File: config.mk
export PLATFORM = sky130hd
export DESIGN_NAME = seg7_scan_ctrl
export DESIGN_NICKNAME = d
export VERILOG_FILES = /design/src/rtl/seg7_scan_ctrl.sv
export SDC_FILE = /design/constraint.sdc
export NUM_CORES = 1
export LEC_CHECK = 0
export CAP_MARGIN = 20
export CORE_MARGIN = 1
export CORE_UTILIZATION = 35
export CTS_CLUSTER_DIAMETER = 200
export DETAILED_ROUTE_END_ITERATION = 10
export HOLD_SLACK_MARGIN = 0.03
export PLACE_DENSITY_LB_ADDON = 0.2
export SYNTH_ARGS = -nofsm -noshare
export SYNTH_HDL_FRONTEND = slang
export SYNTH_SLANG_ARGS = --single-unit
File: constraint.sdc
create_clock -name clk -period 2.9 [get_ports clk]
set_clock_uncertainty 0.1 [all_clocks]
set_input_delay 0.87 -clock clk [delete_from_list [all_inputs] [get_ports clk]]
set_output_delay 0.87 -clock clk [all_outputs]
set_load 0.01 [all_outputs]
File: src/rtl/seg7_scan_ctrl.sv
// Scan controller for a 4-digit 7-segment display driven through a 74HC595 chain.
// It multiplexes the digits one at a time, shifts each 16-bit frame out MSB first and latches it.
module seg7_scan_ctrl #(
    parameter int unsigned CLK_DIV    = 2,
    parameter int unsigned DIGIT_HOLD = 1000
) (
    input  logic        clk,
    input  logic        rst_n,
    input  logic [15:0] i_data,
    input  logic [3:0]  i_dots,
    input  logic        i_we,
    input  logic        i_blank,
    output logic        o_stcp,
    output logic        o_shcp,
    output logic        o_ds,
    output logic        o_oe,
    output logic        o_frame_done
);

    localparam int unsigned BIT_CYC = 2 * CLK_DIV;
    localparam int unsigned CNT_MAX = (BIT_CYC > DIGIT_HOLD) ? BIT_CYC : DIGIT_HOLD;
    localparam int unsigned CNT_W   = $clog2(CNT_MAX + 1);

    localparam logic [CNT_W-1:0] BIT_LAST   = CNT_W'(BIT_CYC - 1);
    localparam logic [CNT_W-1:0] SHCP_HI    = CNT_W'(CLK_DIV);
    localparam logic [CNT_W-1:0] LATCH_LAST = CNT_W'(CLK_DIV - 1);
    localparam logic [CNT_W-1:0] HOLD_LAST  = CNT_W'(DIGIT_HOLD - 1);
    localparam logic [CNT_W-1:0] CNT_ONE    = CNT_W'(1);

    typedef enum logic [2:0] {
        RESET_IDLE,
        LOAD,
        SHIFT,
        LATCH,
        HOLD
    } state_t;

    typedef struct packed {
        logic [3:0]  dots;
        logic [15:0] data;
    } disp_t;

    state_t            r_state, w_state_nxt;
    disp_t             r_shadow;
    disp_t             r_active, w_active_nxt;
    logic [1:0]        r_digit, w_digit_nxt;
    logic [3:0]        r_bit, w_bit_nxt;
    logic [CNT_W-1:0]  r_cnt, w_cnt_nxt;
    logic [15:0]       r_shift, w_shift_nxt;
    logic              r_first, w_first_nxt;
    logic              r_stcp, w_stcp_nxt;
    logic              r_shcp, w_shcp_nxt;
    logic              r_ds, w_ds_nxt;
    logic              r_oe, w_oe_nxt;
    logic              r_frame_done, w_frame_done_nxt;
    logic [3:0]        w_nib;
    logic              w_dp;

    // Hex nibble to active-high gfedcba pattern.
    function automatic logic [6:0] hex_seg(input logic [3:0] nib);
        logic [6:0] seg;
        case (nib)
            4'h0: seg = 7'h3F;
            4'h1: seg = 7'h06;
            4'h2: seg = 7'h5B;
            4'h3: seg = 7'h4F;
            4'h4: seg = 7'h66;
            4'h5: seg = 7'h6D;
            4'h6: seg = 7'h7D;
            4'h7: seg = 7'h07;
            4'h8: seg = 7'h7F;
            4'h9: seg = 7'h6F;
            4'hA: seg = 7'h77;
            4'hB: seg = 7'h7C;
            4'hC: seg = 7'h39;
            4'hD: seg = 7'h5E;
            4'hE: seg = 7'h79;
            default: seg = 7'h71;
        endcase
        return seg;
    endfunction

    // CPU-side shadow; the last write before a digit-0 LOAD is what the next scan shows.
    always_ff @(posedge clk or negedge rst_n) begin
        if (!rst_n) begin
            r_shadow <= '0;
        end else if (i_we) begin
            r_shadow <= '{dots: i_dots, data: i_data};
        end
    end

    // Next-state, datapath and pin values; pins are registered from the next-state view.
    always_comb begin
        w_state_nxt      = r_state;
        w_active_nxt     = r_active;
        w_digit_nxt      = r_digit;
        w_bit_nxt        = r_bit;
        w_cnt_nxt        = r_cnt;
        w_shift_nxt      = r_shift;
        w_first_nxt      = r_first;
        w_frame_done_nxt = 1'b0;
        w_nib            = 4'h0;
        w_dp             = 1'b0;

        case (r_state)
            RESET_IDLE: begin
                w_state_nxt = LOAD;
            end
            LOAD: begin
                if (r_digit == 2'd0) begin
                    w_active_nxt = r_shadow;
                end
                w_nib       = w_active_nxt.data[{r_digit, 2'b00} +: 4];
                w_dp        = w_active_nxt.dots[r_digit];
                w_shift_nxt = {~{w_dp, hex_seg(w_nib)}, 4'b0000, 4'b0001 << r_digit};
                w_bit_nxt   = 4'd0;
                w_cnt_nxt   = '0;
                w_state_nxt = SHIFT;
            end
            SHIFT: begin
                if (r_cnt == BIT_LAST) begin
                    w_cnt_nxt   = '0;
                    w_shift_nxt = {r_shift[14:0], 1'b0};
                    w_bit_nxt   = r_bit + 4'd1;
                    if (r_bit == 4'd15) begin
                        w_state_nxt = LATCH;
                    end
                end else begin
                    w_cnt_nxt = r_cnt + CNT_ONE;
                end
            end
            LATCH: begin
                if (r_cnt == LATCH_LAST) begin
                    w_cnt_nxt        = '0;
                    w_frame_done_nxt = 1'b1;
                    w_first_nxt      = 1'b1;
                    w_state_nxt      = HOLD;
                end else begin
                    w_cnt_nxt = r_cnt + CNT_ONE;
                end
            end
            HOLD: begin
                if (r_cnt == HOLD_LAST) begin
                    w_cnt_nxt   = '0;
                    w_digit_nxt = r_digit + 2'd1;
                    w_state_nxt = LOAD;
                end else begin
                    w_cnt_nxt = r_cnt + CNT_ONE;
                end
            end
            default: begin
                w_state_nxt = RESET_IDLE;
            end
        endcase

        w_stcp_nxt = (w_state_nxt == LATCH);
        w_shcp_nxt = (w_state_nxt == SHIFT) && (w_cnt_nxt >= SHCP_HI);
        w_ds_nxt   = w_shift_nxt[15];
        w_oe_nxt   = i_blank | ~r_first;
    end

    always_ff @(posedge clk or negedge rst_n) begin
        if (!rst_n) begin
            r_state      <= RESET_IDLE;
            r_active     <= '0;
            r_digit      <= 2'd0;
            r_bit        <= 4'd0;
            r_cnt        <= '0;
            r_shift      <= 16'h0000;
            r_first      <= 1'b0;
            r_stcp       <= 1'b0;
            r_shcp       <= 1'b0;
            r_ds         <= 1'b0;
            r_oe         <= 1'b1;
            r_frame_done <= 1'b0;
        end else begin
            r_state      <= w_state_nxt;
            r_active     <= w_active_nxt;
            r_digit      <= w_digit_nxt;
            r_bit        <= w_bit_nxt;
            r_cnt        <= w_cnt_nxt;
            r_shift      <= w_shift_nxt;
            r_first      <= w_first_nxt;
            r_stcp       <= w_stcp_nxt;
            r_shcp       <= w_shcp_nxt;
            r_ds         <= w_ds_nxt;
            r_oe         <= w_oe_nxt;
            r_frame_done <= w_frame_done_nxt;
        end
    end

    assign o_stcp       = r_stcp;
    assign o_shcp       = r_shcp;
    assign o_ds         = r_ds;
    assign o_oe         = r_oe;
    assign o_frame_done = r_frame_done;

endmodule

==> metrics.md <==
| Metric | Value |
|---|---|
| Status | completed |
| Peak supply drop | 0.300 mV |
| # H-tree levels | 3 |
| Clock buffer count from CTS | 9 |
| Nets | 425 |
| Post-synth EDFFs | 0 |
| Resized Gates After CTS | 0 |
| Synth Net Count | 391 |
| CP max FO | 4 |
| DR WL/cell | 14.8 µm |
| Fin. Hold Viols | 0 |
| Chip Height | 110 µm |
| Area Growth Syn to Fin | 18.7% |
| Clk root buf | clkbuf_16 |
| GRT overflow | 0 |
| Actual slew at the worst max-slew pin | 0.625 ns |
| Port Buffers | 28 |
| Later-pin clock latency in the skew report | 0.34 ns |
| Leak | 2.15 nW |
| Worst EP required | 3.02 ns |
| Worst-case clock buffer depth | 2 |
| Vias post-DR | 2,820 |
| IO Pins | 29 |
| Pwr/cell area | 518 nW/µm² |
| Fraction of layout instances using a drive strength above 1 | 21.6% |
| WS Path Type | flop to flop |
| Most common cell after layout, fill and taps aside | dfrtp_1 |
| Worst rel slew slack | 58.0% |
| Final setup vio count | 0 |
| Comb power frac | 8.0% |
| #FFs+latches synth | 80 |
| Max-slew violation count | 0 |
| Post-synthesis sequential area ratio | 49.0% |
| Sink Count | 80 |
| Synth Warn # | 0 |
| Synthesized cell area | 4090 µm² |
| Gpl congestion | 0.781 |
| Setup_tns | 0 ns |
| Iteration-0 DRC Markers | 128 |
| CTS tree | yes |
| Post-route ant nets | 0 |
| First-pass GRT wire length | 13,900 µm |
| Core ar. | 11,400 µm² |
| Initial Util | 35.8% |
| WHS | 0.297 ns |
| Asr flop ratio synth | 100% |
| Synth Flop Type | dfrtp_1 |
| Antenna diode count | 0 |
| Total length of routed wires | 7910 µm |
| Crit end category | flop |
| WP buf/inv | 2 |
| Via/cell ratio | 5.26 |
| Mapped Avg Cell Area | 11.5 µm² |
| Commonest non-fill, non-tap cells in the layout | 79 x dfrtp_1, 41 x mux2_2, 35 x nand2_1 |
| CP top delay family | multiplexers |
| Worst Path Arrival | 2.75 ns |
| Tot GR Track Use | 15.2% |
| Hold buffers post-CTS | 0 |
| Cell Chain, Critical Path | inv_1, ha_1, mux4_2, mux2i_2, inv_1, ha_1, mux2_1, a221oi_1, nor3_1 |
| Maximum clock rate | 381 MHz |
| Die ar. | 12,100 µm² |
| CP Launch Type | flop |
| Reg power frac | 47.6% |
| Cells after Synth | 355 |
| CP max stage delay | 0.52 ns |
| Max-cap violations | 0 |
| DRC | 0 |
| Post-CTS setup buffers | 0 |
| NetSw | 0.546 mW |
| Vias in the first global route | 2,884 |
| Switching Share | 21.7% |
| Worst min-delay path category | flop to flop |
| Crit path max-delay cell type | mux4_2 |
| Power Internal | 1.97 mW |
| Die X | 110 µm |
| Synth unique cells | 58 |
| Initial antenna violation count | 0 |
| Drt first pass iters | 4 |
| Final period utilization | 90.5% |
| RSZ-0062 raised after global routing | no |
| Clk pwr share | 44.3% |
| Std-Cell Rows | 39 |
| DP HPWL | 5620 µm |
| Largest net degree at the start of global routing | 47 |
| Min Tclk post-route | 2.62 ns |
| Clk pin slew, worst setup/hold paths | 0.06 ns |
[sequential cells by signal, indices dropped and copies added (netlist names)]
name          cells
o_ds              1
r_state           3
r_shadow         20
o_shcp            1
o_stcp            1
r_digit           2
o_oe              1
r_first           1
r_bit             4
o_frame_done      1
r_active         20
r_shift          15
r_cnt            10
[cells by family after synthesis]
logic type / Yosys count / synth area share, %
AOI/OAI and AO/OA: 46 / 7.68
xor gates and xnor gates: 9 / 1.93
adders and majority gates: 12 / 3.67
buffers and inverters: 26 / 2.91
DFF: 80 / 49.0
muxes: 62 / 20.1
and+or+nand+nor: 120 / 14.7
[worst paths after layout]
path	startpoint	endpoint	slack, ns	cells past startpoint
max	r_digit[0]$_DFFE_PN0P_	r_shift[14]$_DFFE_PN0P_	0.28	9
min	r_first$_DFFE_PN0P_	o_oe$_DFF_PN1_	0.30	1
max reg2reg	r_digit[0]$_DFFE_PN0P_	r_shift[14]$_DFFE_PN0P_	0.28	9
min reg2reg	r_first$_DFFE_PN0P_	o_oe$_DFF_PN1_	0.30	1
max in group asynchronous	rst_n	o_oe$_DFF_PN1_	1.69	2
min in group asynchronous	rst_n	r_cnt[9]$_DFF_PN0_	0.38	1
[power groups by stage]
stage	clock network, mW	logic, mW	registers [mW]
after global placement	0	0.199	1.22
after global routing	1.20	0.223	1.21
after floorplan	0	0.127	1.20
after CTS	1.15	0.206	1.20
final	1.11	0.202	1.20
after detailed placement	0	0.205	1.22
[Yosys cell counts (all sizes together) (2+ instances only)]
cell type / count / share of area (%)
nand3: 15 / 1.8
xor2: 5 / 1.1
dfrtp: 79 / 48
or4: 2 / 0.37
a21oi: 7 / 0.86
nor3: 13 / 1.7
nand2: 35 / 3.2
o31ai: 2 / 0.37
xnor2: 4 / 0.86
nor3b: 2 / 0.49
inv: 10 / 0.92
a211oi: 3 / 0.55
mux2: 43 / 12
mux4: 10 / 5.6
a21o: 2 / 0.37
a311oi: 2 / 0.43
nand2b: 4 / 0.61
nor2: 22 / 2.0
clkbuf: 6 / 0.55
nand4: 4 / 0.61
o21ai: 9 / 1.1
a221oi: 2 / 0.43
a31oi: 6 / 0.92
mux2i: 9 / 2.6
nor4: 5 / 0.92
or3: 2 / 0.31
a221o: 2 / 0.49
buf: 10 / 1.4
ha: 12 / 3.7
and3: 11 / 1.7
[layout make-up]
type	instances	area, µm²
clock buffer	12	246
clock inverter	3	42.5
timing repair buffer	39	373
tap	143	179
inverter	10	37.5
sequential	80	2000
multi-input combinational	249	1970
fill	1103	6570
[layer usage]
layer / share of wire [%] / wire length [µm] / vias up / global-route usage [%]
li1: - / - / 1374 / -
met1: 47 / 3710 / 1397 / 18.9
met2: 48 / 3830 / 39 / 24.4
met3: 3.2 / 254 / 10 / 4.76
met4: 1.5 / 119 / 0 / 6.00
met5: 0 / 0 / - / 0
[stage by stage]
| step | util [%] | cell area (µm²) | power [mW] | setup WS (ns) | instances |
|---|---|---|---|---|---|
| floorplan | - | 4100 | 1.33 | 0.0222 | 355 |
| global placement | 40.0 | 4560 | 1.42 | 0.351 | 521 |
| detailed placement | 40.0 | 4560 | 1.42 | 0.275 | 521 |
| CTS | 42.5 | 4850 | 2.55 | 0.270 | 536 |
| global route | 42.5 | 4850 | 2.63 | 0.0961 | 536 |
| finish | 42.5 | 4850 | 2.51 | 0.276 | 536 |
Power figures use the tool's default switching activity.
